<file path="src/rtl/stream_demux_1x4_ctrl_pkg.sv">
// demux_pkg: shared constants and types for the 1x4 stream dispatcher.
//   NUM_CH  - number of output channels
//   SEL_W   - width of a channel index
//   state_t - staging-register state (IDLE = empty, BUSY = holding a word)
//   onehot  - channel index to one-hot channel mask
package demux_pkg;
   localparam int NUM_CH = 4;
   localparam int SEL_W  = 2;

   typedef enum logic {IDLE, BUSY} state_t;

   function automatic logic [NUM_CH-1:0] onehot(input logic [SEL_W-1:0] s);
      logic [NUM_CH-1:0] r;
      r    = '0;
      r[s] = 1'b1;
      return r;
   endfunction
endpackage

</file>
<file path="src/rtl/stream_demux_1x4_ctrl_sat_cnt.sv">
// sat_cnt: CNT_W-bit counter that sticks at all-ones instead of wrapping.
//   clk, rst_n - clock, asynchronous active-low reset
//   clr        - synchronous clear, wins over inc
//   inc        - count one event
//   cnt        - current count
module sat_cnt #(
   parameter int CNT_W = 8
) (
   input  logic             clk,
   input  logic             rst_n,
   input  logic             clr,
   input  logic             inc,
   output logic [CNT_W-1:0] cnt
);
   always_ff @(posedge clk or negedge rst_n) begin
      if (!rst_n)                  cnt <= '0;
      else if (clr)                cnt <= '0;
      else if (inc && (cnt != '1)) cnt <= cnt + 1'b1;
   end
endmodule

</file>
<file path="src/rtl/stream_demux_1x4_ctrl.sv">
// stream_demux_1x4_ctrl: registered valid/ready 1-to-4 dispatcher.
// One word is staged per input transfer and presented on its destination
// channel until that channel's consumer accepts it; per-channel saturating
// counters track delivered words.
//   clk, rst_n        - clock, asynchronous active-low reset
//   in_valid/in_ready - input handshake (in_ready is the only combinational output)
//   in_data, in_sel   - input word and its destination channel
//   y0..y3            - channel data, zero when the channel is not valid
//   y_valid, y_ready  - per-channel output handshake
//   cnt0..cnt3        - delivered-word counts, saturating
//   clr_cnt           - synchronous clear of all counters
// Build option: DEMUX_ROUND_ROBIN_EN - ignore in_sel and dispatch words to
// channels 0,1,2,3,0,... from an internal pointer.
module stream_demux_1x4_ctrl
   import demux_pkg::*;
#(
   parameter int W     = 8,
   parameter int CNT_W = 8
) (
   input  logic              clk,
   input  logic              rst_n,
   input  logic              in_valid,
   output logic              in_ready,
   input  logic [W-1:0]      in_data,
   input  logic [SEL_W-1:0]  in_sel,
   output logic [W-1:0]      y0,
   output logic [W-1:0]      y1,
   output logic [W-1:0]      y2,
   output logic [W-1:0]      y3,
   output logic [NUM_CH-1:0] y_valid,
   input  logic [NUM_CH-1:0] y_ready,
   output logic [CNT_W-1:0]  cnt0,
   output logic [CNT_W-1:0]  cnt1,
   output logic [CNT_W-1:0]  cnt2,
   output logic [CNT_W-1:0]  cnt3,
   input  logic              clr_cnt
);
   state_t                          state;
   logic [W-1:0]                    data_q;
   logic [SEL_W-1:0]                sel_q;
   logic [SEL_W-1:0]                dest;
   logic                            accept;
   logic                            xfer;
   logic [NUM_CH-1:0]               y_valid_q;
   logic [NUM_CH-1:0][W-1:0]        y_q;
   logic [NUM_CH-1:0]               inc;
   logic [NUM_CH-1:0][CNT_W-1:0]    cnt;

   assign accept   = (state == BUSY) && y_ready[sel_q];
   // Ready passes straight through from the held channel so a stream of
   // words moves at one per cycle; forced low while in reset.
   assign in_ready = rst_n && ((state == IDLE) || accept);
   assign xfer     = in_valid && in_ready;

`ifdef DEMUX_ROUND_ROBIN_EN
   logic [SEL_W-1:0] rr_ptr;

   always_ff @(posedge clk or negedge rst_n) begin
      if (!rst_n)    rr_ptr <= '0;
      else if (xfer) rr_ptr <= rr_ptr + 1'b1;
   end

   assign dest = rr_ptr;
`else
   assign dest = in_sel;
`endif

   // Output registers are loaded from the same decisions as the staging
   // register, so y/y_valid always mirror data_q/sel_q without a decode path.
   always_ff @(posedge clk or negedge rst_n) begin
      if (!rst_n) begin
         state     <= IDLE;
         data_q    <= '0;
         sel_q     <= '0;
         y_valid_q <= '0;
         y_q       <= '0;
      end else if (xfer) begin
         state       <= BUSY;
         data_q      <= in_data;
         sel_q       <= dest;
         y_valid_q   <= onehot(dest);
         y_q         <= '0;
         y_q[dest]   <= in_data;
      end else if (accept) begin
         state     <= IDLE;
         y_valid_q <= '0;
         y_q       <= '0;
      end
   end

   genvar k;
   generate
      for (k = 0; k < NUM_CH; k++) begin : g_cnt
         assign inc[k] = accept && (sel_q == SEL_W'(k));
         sat_cnt #(.CNT_W(CNT_W)) u_cnt (
            .clk   (clk),
            .rst_n (rst_n),
            .clr   (clr_cnt),
            .inc   (inc[k]),
            .cnt   (cnt[k])
         );
      end
   endgenerate

   assign y_valid = y_valid_q;
   assign y0      = y_q[0];
   assign y1      = y_q[1];
   assign y2      = y_q[2];
   assign y3      = y_q[3];
   assign cnt0    = cnt[0];
   assign cnt1    = cnt[1];
   assign cnt2    = cnt[2];
   assign cnt3    = cnt[3];
endmodule

</file>
<file path="config.mk">
export PLATFORM = sky130hd
export DESIGN_NAME = stream_demux_1x4_ctrl
export DESIGN_NICKNAME = d
export VERILOG_FILES = /design/src/rtl/stream_demux_1x4_ctrl_pkg.sv /design/src/rtl/stream_demux_1x4_ctrl_sat_cnt.sv /design/src/rtl/stream_demux_1x4_ctrl.sv
export SDC_FILE = /design/constraint.sdc
export NUM_CORES = 1
export LEC_CHECK = 0
export ABC_AREA = 1
export CAP_MARGIN = 25
export CORE_MARGIN = 2
export CORE_UTILIZATION = 40
export CTS_CLUSTER_DIAMETER = 60
export DETAILED_ROUTE_END_ITERATION = 8
export PLACE_DENSITY = 0.72
export SETUP_SLACK_MARGIN = 0.5
export SLEW_MARGIN = 20
export SYNTH_ARGS = -nofsm -noshare
export SYNTH_HDL_FRONTEND = slang
export SYNTH_SLANG_ARGS = --single-unit
</file>
<file path="constraint.sdc">
create_clock -name clk -period 1.75 [get_ports clk]
set_input_delay 0.4375 -clock clk [delete_from_list [all_inputs] [get_ports clk]]
set_output_delay 0.4375 -clock clk [all_outputs]
set_load 0.02 [all_outputs]
</file>
==> qor.log <==
[final_layout] share of post-route cells with drive strength above 1 0.479
[yosys] number of instances in the synthesized netlist 496
[cts] clock insertion delay at the later pin of the skew report 0.35 ns
[grt] number of antenna violations at the first check in global routing 0
[critical_path] Worst setup EP type register
[detailed_routing] WL per Instance 15.3 um
[floorplan] starting density of the core 0.411
[timing] setup violation total in the final timing report 11
[status] result of the run finished, violations left
[timing] Least-Margin Pin Slew 0.532 ns
[yosys] combinational family with the most area after synthesis simple AND/OR/NAND/NOR gates
[yosys] cell types with the largest area share after synthesis sky130_fd_sc_hd__dfrtp_1 (47%), sky130_fd_sc_hd__nand2_1 (16%), sky130_fd_sc_hd__nand3_1 (10%), sky130_fd_sc_hd__nor2_1 (8.1%), sky130_fd_sc_hd__inv_1 (3.1%)
[grt] leftover overflow at the end of global routing 0
[yosys] portion of netlist area occupied by mux cells 0
[cts] CTS clk-pin slew, worst paths 0.09 ns
[timing] Worst Slack Setup Final -0.0244 ns
[timing] Max Transition Viols Final 0
[final_layout] area taken by multi-input logic gates 2240 um2
[yosys] proportion of register bits with asynchronous set or reset after synthesis 1.00
[cts] Max Buffers Root-to-Sink 2
[yosys] top cell type's share of synthesized area 0.471
[detailed_routing] via count of the routed design 4194
[status] failing checks setup timing
[critical_path] FF-to-FF End y0[6]
[yosys] Net Count, Synth 518
[timing] Fmax 0.564 GHz
[pwr] Max rail drop VDD 0.000658 V
[yosys] average size of a mapped cell 7.61 um2
[yosys] synth unique cells 27
[critical_path] critical path required time 1.98 ns
[detailed_routing] First DRT Iteration DRCs 137
[detailed_routing] wirelength, routed 12600 um
[timing] clk_skew 0.0110 ns
[pwr] power per cell area 1030 nW/um2
[final_layout] area growth from synthesis to layout 79.6%
[detailed_routing] number of detailed-routing iterations run before antenna repair 4
[place] Inst Count DP 705
[critical_path] type of the setup path with the least slack register to register
[final_layout] sequential cell area 1800 um2
[floorplan] vertical die dimension 101 um
[final_layout] non-filler cells, final 823
[cts] TritonCTS Buffers 9
[cts] CTS H-tree lvls 3
[critical_path] cell depth of the worst flop-to-flop path 13
[floorplan] total die area 10200 um2
[floorplan] die width 101 um
[place] setup slack at placement -0.613 ns
[critical_path] Critical R2R Launch sel_q[0]
[yosys] synthesized flop and latch total 71
[timing] final critical-path required period 1.77 ns
[cts] clock tree from TritonCTS yes
[final_layout] antenna diode count 0
[pwr] leakage power total 3.45 nW
[cts] clock net sink count 71
[yosys] compound-cell area share of the yosys netlist 0.0133
[detailed_routing] post-detailed-route count of antenna-violating nets 0
[place] total half-perimeter wirelength after legalization and detailed placement 6830 um
[critical_path] delay contributed by the slowest stage of the critical path 0.42 ns
[yosys] fraction of the yosys area taken by sequential cells 0.471
[detailed_routing] DRC errors left 0
[cts] root buffer cell sky130_fd_sc_hd__clkbuf_8
[critical_path] maximum fanout along the worst path 6
[critical_path] cell-by-cell trace of the critical path inv_2 > nand2_1 > nand2_1 > nand2_2 > nand3_4 > buf_4 > buf_6 > nand3_4 > buf_12 > buf_6 > buf_12 > nand3_2 > nand2_2
[yosys] post-synthesis instance area 3780 um2
[floorplan] count of pins on the block boundary 87
[yosys] cell with the most instances after synthesis sky130_fd_sc_hd__nand2_1
[yosys] Post-synth top cells sky130_fd_sc_hd__nand2_1 (162), sky130_fd_sc_hd__nor2_1 (81), sky130_fd_sc_hd__nand3_1 (78), sky130_fd_sc_hd__dfrtp_1 (71), sky130_fd_sc_hd__inv_1 (31)
[grt] gr usage total 0.250
[grt] vias in the first global route 4220
[critical_path] Worst EP arrival 2.01 ns
[detailed_routing] routed via count divided by cell count 5.10
[yosys] fraction of the mapped netlist area in simple logic gates 0.410
[yosys] Synth warnings 0
[timing] worst hold margin 0.132 ns
[timing] headroom to the max-slew limit 0.646
[floorplan] Core Box Area 9200 um2
[yosys] arithmetic-cell share of the synthesized area counting full adders, half adders and majority gates 0.0133
[critical_path] startpoint type of the worst setup path register
[timing] Period Utilization, post-route 1.01
[critical_path] library cell contributing the largest single delay on the critical path sky130_fd_sc_hd__dfrtp_1
[final_layout] Fillers 651
[worst_hold_path] HP Class input pin to asynchronous set/reset pin
[critical_path] internal reg-to-reg setup slack -0.02 ns
[run] # Max-Cap Violations 0
[yosys] xor and xnor fraction of the mapped netlist area 0.0302
[place] GP Congestion 0.830
[yosys] cell accounting for the most synthesized area sky130_fd_sc_hd__dfrtp_1
[floorplan] floorplan row count 35
[timing] RSZ-0062 raised after global routing yes
[yosys] Main synth FF type sky130_fd_sc_hd__dfrtp_1
[final_layout] Layout Nets 729
[place] Port Buf Inserts 86
[grt] pin count of the biggest net entering global routing 41
[yosys] number of enable-type register cells in the synthesized netlist 0
[timing] Hold Vio Cnt, Final 0
[grt] first-pass GRT wire length 20400 um
-- critical path, delay by kind of cell, from the launching register on --
family / cells / cell delay, ns
buffers and inverters: 6 / 0.72
flip-flops: 1 / 0.42
AND/OR/NAND/NOR: 7 / 0.52
-- sequential cells by signal, summed over array words and instances, names as in the netlist --
name,cells
g_cnt.u_cnt.cnt,32
sel_q,2
y2,8
y_valid,4
state,1
y1,8
y0,8
y3,8
-- layer usage --
metal | GRT usage | up-vias | part of all wire
li1 | - | 2001 | -
met1 | 0.316 | 2042 | 0.40
met2 | 0.428 | 134 | 0.52
met3 | 0.0580 | 17 | 0.067
met4 | 0.0728 | 0 | 0.015
met5 | 0 | - | 0
-- cells in the final DEF (no fill, tap or decap), types with 3 or more instances in the layout --
master,n
sky130_fd_sc_hd__buf_12,11
sky130_fd_sc_hd__ha_4,4
sky130_fd_sc_hd__nor2_2,6
sky130_fd_sc_hd__clkbuf_8,9
sky130_fd_sc_hd__buf_4,95
sky130_fd_sc_hd__inv_1,30
sky130_fd_sc_hd__nand2_2,28
sky130_fd_sc_hd__nand2_4,5
sky130_fd_sc_hd__dlygate4sd2_1,4
sky130_fd_sc_hd__inv_2,3
sky130_fd_sc_hd__nor2_4,5
sky130_fd_sc_hd__dfrtp_1,56
sky130_fd_sc_hd__nand2_1,134
sky130_fd_sc_hd__nand3_2,50
sky130_fd_sc_hd__dfrtp_2,15
sky130_fd_sc_hd__nand3b_1,6
sky130_fd_sc_hd__nand4_1,4
sky130_fd_sc_hd__buf_6,85
sky130_fd_sc_hd__nand3_1,28
sky130_fd_sc_hd__o21ai_1,3
sky130_fd_sc_hd__nor2_1,73
sky130_fd_sc_hd__a21oi_1,3
sky130_fd_sc_hd__xor2_1,9
sky130_fd_sc_hd__buf_16,5
sky130_fd_sc_hd__clkdlybuf4s50_1,12
sky130_fd_sc_hd__nand4_4,3
sky130_fd_sc_hd__inv_6,3
sky130_fd_sc_hd__xnor2_1,4
-- metrics by stage --
stage | area [um2] | power [mW] | utilization | setup TNS (ns)
floorplan | 4130 | 3.37 | - | 0
global placement | 5280 | 4.29 | 0.575 | -9.46
detailed placement | 5280 | 4.33 | 0.575 | -11.16
CTS | 6540 | 6.72 | 0.711 | -0.222
global route | 6780 | 7.32 | 0.737 | -2.65
finish | 6780 | 6.98 | 0.737 | -0.122
-- cells by family (layout without fill, tap and decap cells) --
group | count (synthesis) | count (layout)
xor+xnor | 13 | 13
flops | 71 | 71
compound gates | 9 | 9
fa+ha+maj | 4 | 4
simple gates | 346 | 349
buf+inv | 53 | 266
-- worst max path at each step --
stage	start	to	depth (start not counted)
after floorplan	g_cnt[0].u_cnt.cnt[1]	g_cnt[0].u_cnt.cnt[6]	9
after global placement	y_ready[3]	in_ready	8
after detailed placement	y_ready[1]	in_ready	8
after CTS	sel_q[0]	in_ready	8
after global routing	sel_q[0]	in_ready	8
final	sel_q[0]	y0[6]	13
-- layout make-up --
type,count,area share
multi-input combinational,375,0.331
clock inverter,7,0.0151
inverter,36,0.0214
tap,111,0.0205
clock buffer,9,0.0183
sequential,71,0.265
timing repair buffer,214,0.329
-- power by group --
part           internal (mW)  switching, mW
registers               1.88          0.229
clock network          0.824          0.721
logic                   1.73           1.60
-- what timing repair did --
item                       CTS  global route
setup endpoints to repair  140           140
gates cloned                10             0
hold buffers                 0             0
pin swaps                   21            21
resized for setup          466            27
setup buffers               71            21
Power figures use the tool's default switching activity.
